## config.mk

```make
export PLATFORM = sky130hd
export DESIGN_NAME = ks_datapath
export DESIGN_NICKNAME = d
export VERILOG_FILES = /design/src/rtl/ks_datapath.sv
export SDC_FILE = /design/constraint.sdc
export NUM_CORES = 1
export LEC_CHECK = 0
export ABC_CLOCK_PERIOD_IN_PS = 5950
export CORE_ASPECT_RATIO = 1.1
export CORE_MARGIN = 2
export CORE_UTILIZATION = 58
export DETAILED_ROUTE_END_ITERATION = 10
export HOLD_SLACK_MARGIN = 0.02
export PLACE_DENSITY = 0.75
export SYNTH_ARGS = -nofsm -noshare
export SYNTH_HDL_FRONTEND = slang
export SYNTH_SLANG_ARGS = --single-unit
export TNS_END_PERCENT = 30
```

## constraint.sdc

```tcl
create_clock -name clk -period 5.95 [get_ports clk]
set_clock_uncertainty 0.1 [all_clocks]
set_input_delay 0.8925 -clock clk [delete_from_list [all_inputs] [get_ports clk]]
set_output_delay 0.8925 -clock clk [all_outputs]
set_load 0.005 [all_outputs]
```

## src/rtl/ks_datapath.sv

```systemverilog
// K&S processor datapath: IR, PC, 4x16 register file, ALU and flag register.
// Decodes the IR for control_unit and drives the shared instruction/data RAM paths.
package k_and_s_pkg;
   typedef enum logic [3:0] {
      I_NOP    = 4'd0,
      I_BRANCH = 4'd1,
      I_BZERO  = 4'd2,
      I_BNEG   = 4'd3,
      I_BNZERO = 4'd4,
      I_BNNEG  = 4'd5,
      I_LOAD   = 4'd6,
      I_STORE  = 4'd7,
      I_MOVE   = 4'd8,
      I_ADD    = 4'd9,
      I_SUB    = 4'd10,
      I_AND    = 4'd11,
      I_OR     = 4'd12,
      I_HALT   = 4'd13
   } decoded_instruction_type;
endpackage

module ks_datapath #(
   parameter int DATA_WIDTH = 16,
   parameter int ADDR_WIDTH = 5
) (
   input  logic                                   clk,
   input  logic                                   rst,
   input  logic                                   branch,
   input  logic                                   pc_enable,
   input  logic                                   ir_enable,
   input  logic                                   write_reg_enable,
   input  logic                                   addr_sel,
   input  logic                                   c_sel,
   input  logic [1:0]                             operation,
   input  logic                                   flags_reg_enable,
   output k_and_s_pkg::decoded_instruction_type   decoded_instruction,
   output logic                                   zero_op,
   output logic                                   neg_op,
   output logic                                   unsigned_overflow,
   output logic                                   signed_overflow,
   output logic [ADDR_WIDTH-1:0]                  ram_addr,
   output logic [DATA_WIDTH-1:0]                  data_out,
   input  logic [DATA_WIDTH-1:0]                  data_in
);
   import k_and_s_pkg::*;

   localparam int MSB = DATA_WIDTH - 1;

   logic [DATA_WIDTH-1:0] ir;
   logic [ADDR_WIDTH-1:0] pc;
   logic [DATA_WIDTH-1:0] regs [4];

   logic [1:0]            a_idx;
   logic [1:0]            b_idx;
   logic [1:0]            dst_idx;
   logic [DATA_WIDTH-1:0] a_val;
   logic [DATA_WIDTH-1:0] b_val;
   logic [DATA_WIDTH:0]   sum;
   logic [DATA_WIDTH-1:0] alu_result;
   logic                  alu_carry;
   logic                  alu_ovf;
   logic [DATA_WIDTH-1:0] wb_data;

   // Opcode decode; unknown opcodes fall back to NOP
   always_comb begin
      case (ir[15:8])
         8'h00:   decoded_instruction = I_NOP;
         8'h01:   decoded_instruction = I_BRANCH;
         8'h02:   decoded_instruction = I_BZERO;
         8'h03:   decoded_instruction = I_BNEG;
         8'h0A:   decoded_instruction = I_BNZERO;
         8'h0B:   decoded_instruction = I_BNNEG;
         8'h81:   decoded_instruction = I_LOAD;
         8'h82:   decoded_instruction = I_STORE;
         8'h91:   decoded_instruction = I_MOVE;
         8'hA1:   decoded_instruction = I_ADD;
         8'hA2:   decoded_instruction = I_SUB;
         8'hA3:   decoded_instruction = I_AND;
         8'hA4:   decoded_instruction = I_OR;
         8'hFF:   decoded_instruction = I_HALT;
         default: decoded_instruction = I_NOP;
      endcase
   end

   // Register field selection; MOVE feeds the same source to both ALU ports
   always_comb begin
      a_idx   = ir[3:2];
      b_idx   = ir[1:0];
      dst_idx = ir[5:4];
      if (decoded_instruction == I_MOVE) begin
         a_idx   = ir[1:0];
         dst_idx = ir[3:2];
      end else if (decoded_instruction == I_LOAD) begin
         dst_idx = ir[6:5];
      end else begin
         dst_idx = ir[5:4];
      end
   end

   assign a_val    = regs[a_idx];
   assign b_val    = regs[b_idx];
   assign data_out = regs[ir[6:5]];
   assign ram_addr = addr_sel ? pc : ir[ADDR_WIDTH-1:0];

   // ALU with carry/borrow and two's-complement overflow
   always_comb begin
      sum        = {(DATA_WIDTH+1){1'b0}};
      alu_result = {DATA_WIDTH{1'b0}};
      alu_carry  = 1'b0;
      alu_ovf    = 1'b0;
      case (operation)
         2'b00: alu_result = a_val | b_val;
         2'b01: begin
            sum        = {1'b0, a_val} + {1'b0, b_val};
            alu_result = sum[MSB:0];
            alu_carry  = sum[DATA_WIDTH];
            alu_ovf    = (a_val[MSB] == b_val[MSB]) && (alu_result[MSB] != a_val[MSB]);
         end
         2'b10: begin
            // Borrow is the inverted carry of A + ~B + 1
            sum        = {1'b0, a_val} + {1'b0, ~b_val} + {{DATA_WIDTH{1'b0}}, 1'b1};
            alu_result = sum[MSB:0];
            alu_carry  = ~sum[DATA_WIDTH];
            alu_ovf    = (a_val[MSB] != b_val[MSB]) && (alu_result[MSB] != a_val[MSB]);
         end
         2'b11: alu_result = a_val & b_val;
         default: alu_result = {DATA_WIDTH{1'b0}};
      endcase
   end

   // Write-back source select
   always_comb begin
      if (c_sel) begin
         wb_data = data_in;
      end else begin
         wb_data = alu_result;
      end
   end

   // State update; reset overrides every enable
   always_ff @(posedge clk) begin
      if (rst) begin
         ir                <= {DATA_WIDTH{1'b0}};
         pc                <= {ADDR_WIDTH{1'b0}};
         regs[0]           <= {DATA_WIDTH{1'b0}};
         regs[1]           <= {DATA_WIDTH{1'b0}};
         regs[2]           <= {DATA_WIDTH{1'b0}};
         regs[3]           <= {DATA_WIDTH{1'b0}};
         zero_op           <= 1'b0;
         neg_op            <= 1'b0;
         unsigned_overflow <= 1'b0;
         signed_overflow   <= 1'b0;
      end else begin
         if (ir_enable) begin
            ir <= data_in;
         end
         if (pc_enable) begin
            pc <= branch ? ir[ADDR_WIDTH-1:0] : pc + {{(ADDR_WIDTH-1){1'b0}}, 1'b1};
         end
         if (write_reg_enable) begin
            regs[dst_idx] <= wb_data;
         end
         if (flags_reg_enable) begin
            zero_op           <= (alu_result == {DATA_WIDTH{1'b0}});
            neg_op            <= alu_result[MSB];
            unsigned_overflow <= alu_carry;
            signed_overflow   <= alu_ovf;
         end
      end
   end

endmodule
```

# Word level (Yosys, flattened, before mapping)
# Memory sizes are Yosys's and may differ from the RTL's. A register that Yosys moved wholly into a read port is not among the register bits.
# Cells that the tools add are included.
[classes] add_sub_neg=4 multipliers=0 div_mod_pow=0 n_lt_le_gt_ge=0 n_eq_ne=22 shift=0 mux=22 n_bitwise=4 reduce_logical=5
[op_table] op="$eq 8x8->1 const B" n=8
[op_table] op="$pmux 16 s4" n=1
[op_table] op="$pmux 4 s13" n=1
[op_table] op="$add 16x16->17" n=2
[op_table] op="$mux 16" n=2
[op_table] op="$add 17x1->17 const B" n=1
[op_table] op="$and 16x16->16" n=1
[op_table] op="$eq 8x2->1 const B" n=2
[op_table] op="$eq 8x4->1 const B" n=2
[op_table] op="$logic_not 16->1" n=1
[op_table] op="$mux 2" n=8
[op_table] op="$not 16->16" n=1
[op_table] op="$or 16x16->16" n=1
[op_table] op="$reduce_or 16->1" n=1
[op_table] op="$mux 5" n=2
[op_table] op="$eq 8x1->1 const B" n=1
[op_table] op="$mux 1" n=6
[op_table] op="$add 5x1->5 const B" n=1
[op_table] op="$eq 2x2->1 const B" n=2
[op_table] op="$eq 4x3->1 const B" n=1
[op_table] op="$eq 4x4->1 const B" n=1
[op_table] op="$pmux 1 s2" n=2
[op_table] op="$ne 1x1->1" n=3
[op_table] op="$eq 2x1->1 const B" n=1
[op_table] op="other kinds (4)" n=5
[word_totals] ff_bits=25 latch_bits=0 ramBits=64 romBits=0 elab_cells=64 mem_count=1
[mem_list] memory="regs" depth=4 width=16 read_ports=3 rd_clocked_by_memory_dff=2 write_ports=4 line="51" text="logic [DATA_WIDTH-1:0] regs [4];"

# Logic depth before layout (Yosys ltp)
# Gate-level depths: netlist of run 1.
# An unclocked memory read counts as a cell.
[logic_depth] ltp_word=10 mapped_depth=20

# Least setup slack after synthesis of run 1
# Ideal clock, no wire load.
[synth_path] path_type="flip-flop to flip-flop" startpoint="register ir[11]" endpoint="memory regs[1][14], data pin" setup_ns=0.265 arrival_ns=4.176 required_time_ns=5.585 setup_slack_ns=1.409 path_stages_with_launch=20 path_buffers=2 period_less_slack_ns=4.541 path_cell_list="dfxtp_1 > clkbuf_1 > nor2_1 > o2111a_1 > nor2_4 > mux2i_1 > buf_4 > mux2i_1 > mux2_2 > ha_1 > fa_1 > o21ba_2 > nor4_4 > o211a_1 > o41ai_4 > o31ai_1 > xnor2_1 > a21oi_1 > o31a_1 > nor2_1"
[synth_rtl] element="from (decl)" line="49" text="logic [DATA_WIDTH-1:0] ir;"
[synth_rtl] element="from (signal assigned)" line="143" text="ir <= {DATA_WIDTH{1'b0}};"
[synth_rtl] element="from (signal assigned)" line="155" text="ir <= data_in;"
[synth_rtl] element="to (decl)" line="51"

==> qor.yml, run 1 <==
crit_path_max_fanout: 15
ys_ff_latch: 92
netlist_area_sq_um: 7770
synthTopCellsByArea: "edfxtp_1 (25%), mux4_2 (9.3%), ha_1 (9.0%)"
slew_violations: 0
h-tree-depth: 3
cp_slowest_stage_delay_ps: 580
total_power_w: 0.00203
clk_pin_slew_ps: 70
dp_hpwl_mm: 15.9
p_clk_share_pct: 26.4
status: "finished clean"
synth_most_common_cell: "nor2_1"
drive_above_1_share_pct: 11.9
grt_overflow: 0
cp-start-kind: "flip-flop"
clockRootBuffer: "clkbuf_16"
rsz0062_at_grt: "no"
clock_sinks: 92
top_layer_used: "met4"
first_pass_iters: 7
port_buffers: 55
p_comb_share_pct: 35.6
synthCells: 795
slew_headroom_pct: 28.3
cp.arrival_ps: 5680
synth_edf_count: 64
n_antenna_cell: 0
rows: 44
ys_seq_area_share_pct: 31.9
grt_pass1_vias: 6494
grt_pass1_wl_mm: 34.6
cts_tree: "done"
timing.setup.tns_ps: 0
p_int_w: 0.00132
cts_buffer_depth: 2
nNetsFinal: 907
timing.fmax_mhz: 179
hold_depth: 2
finalWeightedCongestion: 1.01
cp.required_ps: 6030
fin_crit_ps: 5600
yosysWarnings: 0
cp_common_cell: "mux2i_1"
die_y_um: 125
maxCapViolations: 0
r2r_slack_ps: 350
route.met2.wl_mm: 10.2
dieArea_sq_um: 14300
drt_iter0_drc: 666
hold_class: "reg -> reg"
reg2reg_from: "ir[13]"
synth_area_leader_cell: "edfxtp_1"
post-cts-setup-buffers: 0
design.portCount: 56
wire_per_inst_um: 22.1
route.detailed.drc: 0
min_from: "signed_overflow"
m1WireLength_mm: 8.78
synth.avg_cell_area_sq_um: 9.78
holdPathEnd: "signed_overflow"
crit_type: "reg -> reg"
grt_max_degree: 34
cp_slowest_cell: "ha_1"
cts_inserted_buffers: 9
synthDistinctLibCells: 78
path_cells: "xor2_1 -> nand4_1 -> nor2_4 -> mux2i_4 -> buf_4 -> mux2i_1 -> mux2i_1 -> ha_1 -> nor2_1 -> a211o_1 -> o211a_1 -> o41ai_4 -> mux2i_1 -> o31ai_2 -> o21ai_0 -> nand2_1 -> nor2_1"
wl_met3_mm: 1.97
async_flop_share_pct: 0
synth_top_area_share_pct: 24.7
rr_worst_depth: 17
antenna_found_initial: 0
routed_wl_mm: 21.8
p_sw_share_pct: 35.1
syn2layout_area_growth_pct: 10.6
initial_core_util_pct: 59.1
core_sq_um: 13200
synth_common_cells: "nor2_1 (97), mux2i_1 (67), edfxtp_1 (64)"
setup_violations: 0
hold_viol: 0
power_switching_w: 0.000712
grtUsageTotal_pct: 31.4
period_share_pct: 94.1
vdd_ir_drop_max_uv: 217
r2r_end: "regs[1][12]"
leakage_nw: 3.59
synth_nets: 880
nFillCells: 1055
worstMarginPinSlew_ps: 1070
powerDensity_nw_per_um2: 236
drt.antenna.violating_nets: 0
avgViaCountPerCell: 6.64
critical_path.endpoint_type: "flip-flop"
seq_power_share_pct: 37.9
insertion_delay_ps: 350
via_count: 6558
yosys_most_used_dff: "edfxtp_1"
die_w_um: 114
==> logic make-up after synthesis <==
group | Yosys count | synth area share, %
xor gates and xnor gates | 19 | 2.14
and+or+nand+nor | 235 | 14.3
AOI/OAI and AO/OA | 165 | 15.3
DFF | 92 | 31.9
muxes | 111 | 19.6
buffers and inverters | 115 | 7.21
adders and majority gates | 58 | 9.53
==> flip-flops by register name, indices dropped and copies added, names as in the netlist, named ones only <==
name               cells
ir                    15
neg_op                 1
pc                     5
regs                  64
signed_overflow        1
unsigned_overflow      1
zero_op                1
==> critical path: cells and delay by family (launching register included) <==
| family | cells | cell delay [ps] |
|---|---|---|
| muxes | 4 | 1030 |
| AOI/OAI and AO/OA | 5 | 1550 |
| xor gates and xnor gates | 1 | 230 |
| buffers and inverters | 1 | 330 |
| and+or+nand+nor | 5 | 1060 |
| DFF | 1 | 540 |
| adders and majority gates | 1 | 580 |
==> worst max path at each step <==
stage | startpoint | to | slack [ps] | depth (start not counted)
after floorplan | ir[11] | regs[1][14] | 1410 | 19
after global placement | ir[13] | zero_op | 590 | 19
after detailed placement | ir[13] | zero_op | 460 | 19
after CTS | ir[13] | zero_op | 410 | 19
after global routing | ir[13] | regs[1][12] | 70 | 17
final | ir[13] | regs[1][12] | 350 | 17
==> area by class of cell <==
| type | count | area (sq um) | share of cell area [%] |
|---|---|---|---|
| tap | 161 | 201 | 2.34 |
| sequential | 92 | 2480 | 28.9 |
| multi-input combinational | 588 | 4750 | 55.3 |
| clock inverter | 7 | 46.3 | 0.539 |
| timing repair buffer | 69 | 656 | 7.63 |
| clock buffer | 9 | 225 | 2.62 |
| inverter | 62 | 233 | 2.71 |
==> layout by cell type (no fill, tap or decap), types with 4 or more instances in the layout <==
cell type / instances
clkbuf_16: 9
mux4_2: 32
o31ai_1: 7
a221oi_1: 5
buf_4: 14
a211oi_1: 7
nand4_1: 4
o31ai_2: 4
o21ai_0: 38
dfxtp_1: 28
clkdlybuf4s50_1: 55
nor2b_1: 8
nor3_1: 14
nand3_1: 12
edfxtp_1: 64
mux2i_1: 65
nand2_1: 58
nor4_1: 5
xnor2_1: 14
or3_1: 6
a22oi_1: 9
o21a_1: 4
ha_1: 55
xor2_1: 5
mux2_2: 12
inv_1: 61
nand2b_1: 12
nor2_1: 96
a21oi_1: 40
==> what timing repair did <==
item / in CTS / in global routing
setup endpoints to repair: 0 / 1
hold buffers: 0 / 0
gates resized for setup: 0 / 1
==> layer usage <==
metal	up-vias	global-route usage, %
met2	391	49.2
li1	2945	-
met1	3163	43.0
met3	59	5.62
met4	0	13.3
met5	-	0
==> power by group through the flow <==
stage                     logic [W]  registers [W]  clock network [W]
after global routing       0.000781       0.000775           0.000574
after floorplan            0.000539       0.000760                  0
after global placement     0.000687       0.000778                  0
after detailed placement   0.000701       0.000783                  0
final                      0.000724       0.000770           0.000536
after CTS                  0.000707       0.000769           0.000541
==> per-stage QoR <==
| stage | cells | hold slack [ps] | setup slack, ps | utilization [%] | area (sq um) |
|---|---|---|---|---|---|
| 3_5_place_dp | 972 | 368 | 455 | 63.2 | 8320 |
| 3_3_place_gp | 972 | 365 | 586 | 63.2 | 8320 |
| 6_report | 988 | 376 | 353 | 65.3 | 8590 |
| 5_1_grt | 988 | 399 | 72.2 | 65.3 | 8590 |
| 2_1_floorplan | 795 | 367 | 1410 | - | 7770 |
| 4_1_cts | 988 | 378 | 412 | 65.3 | 8590 |
Note: power is estimated with default switching activity, not from simulation.
==> run 2, diff against run 1 <==
CTS_BUF_LIST = sky130_fd_sc_hd__clkbuf_16   (was unset)
SLEW_MARGIN = 20   (was unset)
==> results of run 2 <==
Same layout as run 1: the final DEF is identical, and so are final timing and power.
==> run 3, diff against run 2 <==
--- a/config.mk
+++ b/config.mk
@@ -12,4 +12,5 @@
 export CTS_BUF_LIST = sky130_fd_sc_hd__clkbuf_16
 export DETAILED_ROUTE_END_ITERATION = 10
+export GPL_TIMING_DRIVEN = 1
 export HOLD_SLACK_MARGIN = 0.02
 export PLACE_DENSITY = 0.75
==> constraint.sdc (replaced) <==
create_clock -name clk -period 5.95 [get_ports clk]
set_clock_uncertainty 0.1 [all_clocks]
set_input_delay 1.785 -clock clk [delete_from_list [all_inputs] [get_ports clk]]
set_output_delay 1.785 -clock clk [all_outputs]
set_load 0.005 [all_outputs]
==> qor.yml, run 3 (synthesis gave the netlist of run 1 again) <==
die_w_um: 114  # unchanged
first_pass_iters: 5  # -2
path_cells: "xor2_1 -> nand4_1 -> nor2_4 -> mux2i_4 -> buf_12 -> buf_4 -> mux2i_1 -> mux2i_1 -> ha_1 -> nor2_1 -> a211o_1 -> o211a_1 -> o41ai_4 -> mux2i_1 -> o31ai_2 -> o21ai_0 -> nand2_1 -> nor2_1"
slew_violations: 0  # unchanged
reg.largest.list: "regs x64, ir x15, pc x5"
drt.antenna.violating_nets: 0  # unchanged
route.detailed.drc: 0  # unchanged
setup_violations: 0  # unchanged
syn2layout_area_growth_pct: 12.3
hold_class: "reg -> reg"
final_cell_mix: "nor2_1 (97), mux2i_1 (65), edfxtp_1 (64), inv_1 (62), nand2_1 (58)"
wire_per_inst_um: 21.3  # -3.5%
dpl-instance-area_sq_um: 8360  # +0.42%
grt_pass1_vias: 6193  # -4.6%
crit_type: "reg -> reg"
place_ws_ps: 263  # -192 ps
drt_iter0_drc: 629  # -5.6%
crit_path_max_fanout: 13  # -2
cp-start-kind: "flip-flop"
design.portCount: 56  # unchanged
die_y_um: 125  # unchanged
grt_overflow: 0  # unchanged
leakage_nw: 3.67  # +2.2%
routed_wl_mm: 21.3  # -2.4%
cts_inserted_buffers: 9  # unchanged
dp_hpwl_mm: 15.8  # -0.73%
timing.fmax_mhz: 180  # +0.81%
slew_headroom_pct: 31.3  # +3.0 points
period_share_pct: 93.3  # -0.76 points
n_antenna_cell: 0  # unchanged
clk_pin_slew_ps: 70  # about the same
worstMarginPinSlew_ps: 1030  # -45.3 ps
clockRootBuffer: "clkbuf_16"
maxCapViolations: 0  # unchanged
core_sq_um: 13200  # unchanged
timing.setup.tns_ps: 0  # unchanged
cp_slowest_stage_delay_ps: 560  # -20 ps
finalWorstSetupSlack_ps: 399  # +45.2 ps
final_common_cell: "nor2_1"
finalInstanceArea_sq_um: 8730  # +1.6%
port_buffers: 55  # unchanged
status: "finished clean"
rsz0062_at_grt: "no"
drive_above_1_share_pct: 12.9  # +1.0 points
via_count: 6448  # -1.7%
cts_tree: "done"
ctsHoldBuffers: 0  # unchanged
insertion_delay_ps: 340  # about the same
grt_max_degree: 32  # -5.9%
hold_viol: 0  # unchanged
finalWeightedCongestion: 0.955  # -5.4%
powerDensity_nw_per_um2: 239  # +1.2%
h-tree-depth: 3  # unchanged
cp_slowest_cell: "ha_1"
antenna_found_initial: 0  # unchanged
largest_reg_flops: 64  # unchanged
top_register: "regs"
avgViaCountPerCell: 6.45  # -2.8%
dieArea_sq_um: 14300  # unchanged
cts_buffer_depth: 2  # unchanged
cp.arrival_ps: 5640  # -40 ps
rows: 44  # unchanged
clock_sinks: 92  # unchanged
cp_common_cell: "mux2i_1"
cp.required_ps: 6040  # about the same
initial_core_util_pct: 59.1  # unchanged
grt_pass1_wl_mm: 33.5  # -3.2%
fin_crit_ps: 5550  # -45.2 ps
critical_path.endpoint_type: "flip-flop"
nNetsFinal: 918  # +1.2%
grtUsageTotal_pct: 30.4  # -1.0 points
vdd_ir_drop_max_uv: 184  # -15%
## run 3: cell types whose count changed in the layout (fill, tap and decap cells not counted), moves of 2 or more
cell | previous run | this run
buf_4 | 14 | 24
inv_6 | 3 | 0
clkinv_4 | 0 | 3
clkinv_2 | 2 | 0
## run 3: layout make-up
class / count / area, sq um
multi-input cells: 588 / 4750
clock buffers: 10 / 250
inverters: 62 / 233
repair buffers: 80 / 751
clock inverters: 6 / 63.8
fillers: 1024 / 4430
flip-flops and latches: 92 / 2480
well taps: 161 / 201
## run 3: through the flow
| stage | utilization (%) | power (W) | instances | hold slack [ps] |
|---|---|---|---|---|
| 3_5_place_dp | 63.5 | 0.00149 | 977 | 368 |
| 4_1_cts | 65.9 | 0.00208 | 993 | 378 |
| 5_1_grt | 66.3 | 0.00218 | 999 | 410 |
| 2_1_floorplan | - | 0.00130 | 795 | 367 |
| 6_report | 66.3 | 0.00209 | 999 | 374 |
| 3_3_place_gp | 63.5 | 0.00147 | 977 | 364 |
## run 3: metal layers
metal / track usage, % / up-vias / part of all wire [%]
met4: 8.03 / 0 / 1.9
li1: - / 2972 / -
met1: 41.1 / 3159 / 41
met5: 0 / - / 0
met3: 4.94 / 38 / 7.4
met2: 50.8 / 279 / 49
## run 3: path summary, 6_finish.rpt
kind | start | endpoint | slack [ps] | cells past startpoint
hold / removal | unsigned_overflow | unsigned_overflow | 370 | 2
hold reg to reg | unsigned_overflow | unsigned_overflow | 370 | 2
setup reg to reg | ir[13] | regs[0][12] | 400 | 18
setup / recovery | ir[13] | regs[0][12] | 400 | 18
## run 3: power by group
| part | switching (W) | total (W) | leakage [nW] | internal, W |
|---|---|---|---|---|
| clock | 0.000241 | 0.000592 | 0.159 | 0.000350 |
| sequential | 0.0000461 | 0.000774 | 0.897 | 0.000728 |
| combinational | 0.000410 | 0.000721 | 2.61 | 0.000311 |
| total | 0.000698 | 0.00209 | 3.67 | 0.00139 |
## run 3: worst max-delay path: cells and delay by family, from the launching register on
family	cells	cell delay, ps
multiplexers	4	940
adder cells (fa/ha/maj)	1	560
XOR/XNOR	1	250
buffers and inverters	2	390
AO/OA/AOI/OAI	5	1440
AND/OR/NAND/NOR	5	1160
flip-flops	1	550
## run 3: what timing repair did
action | 4_1_cts | 5_1_grt
resized for setup | 0 | 1
buffers inserted | 0 | 6
setup endpoints to repair | 0 | 21
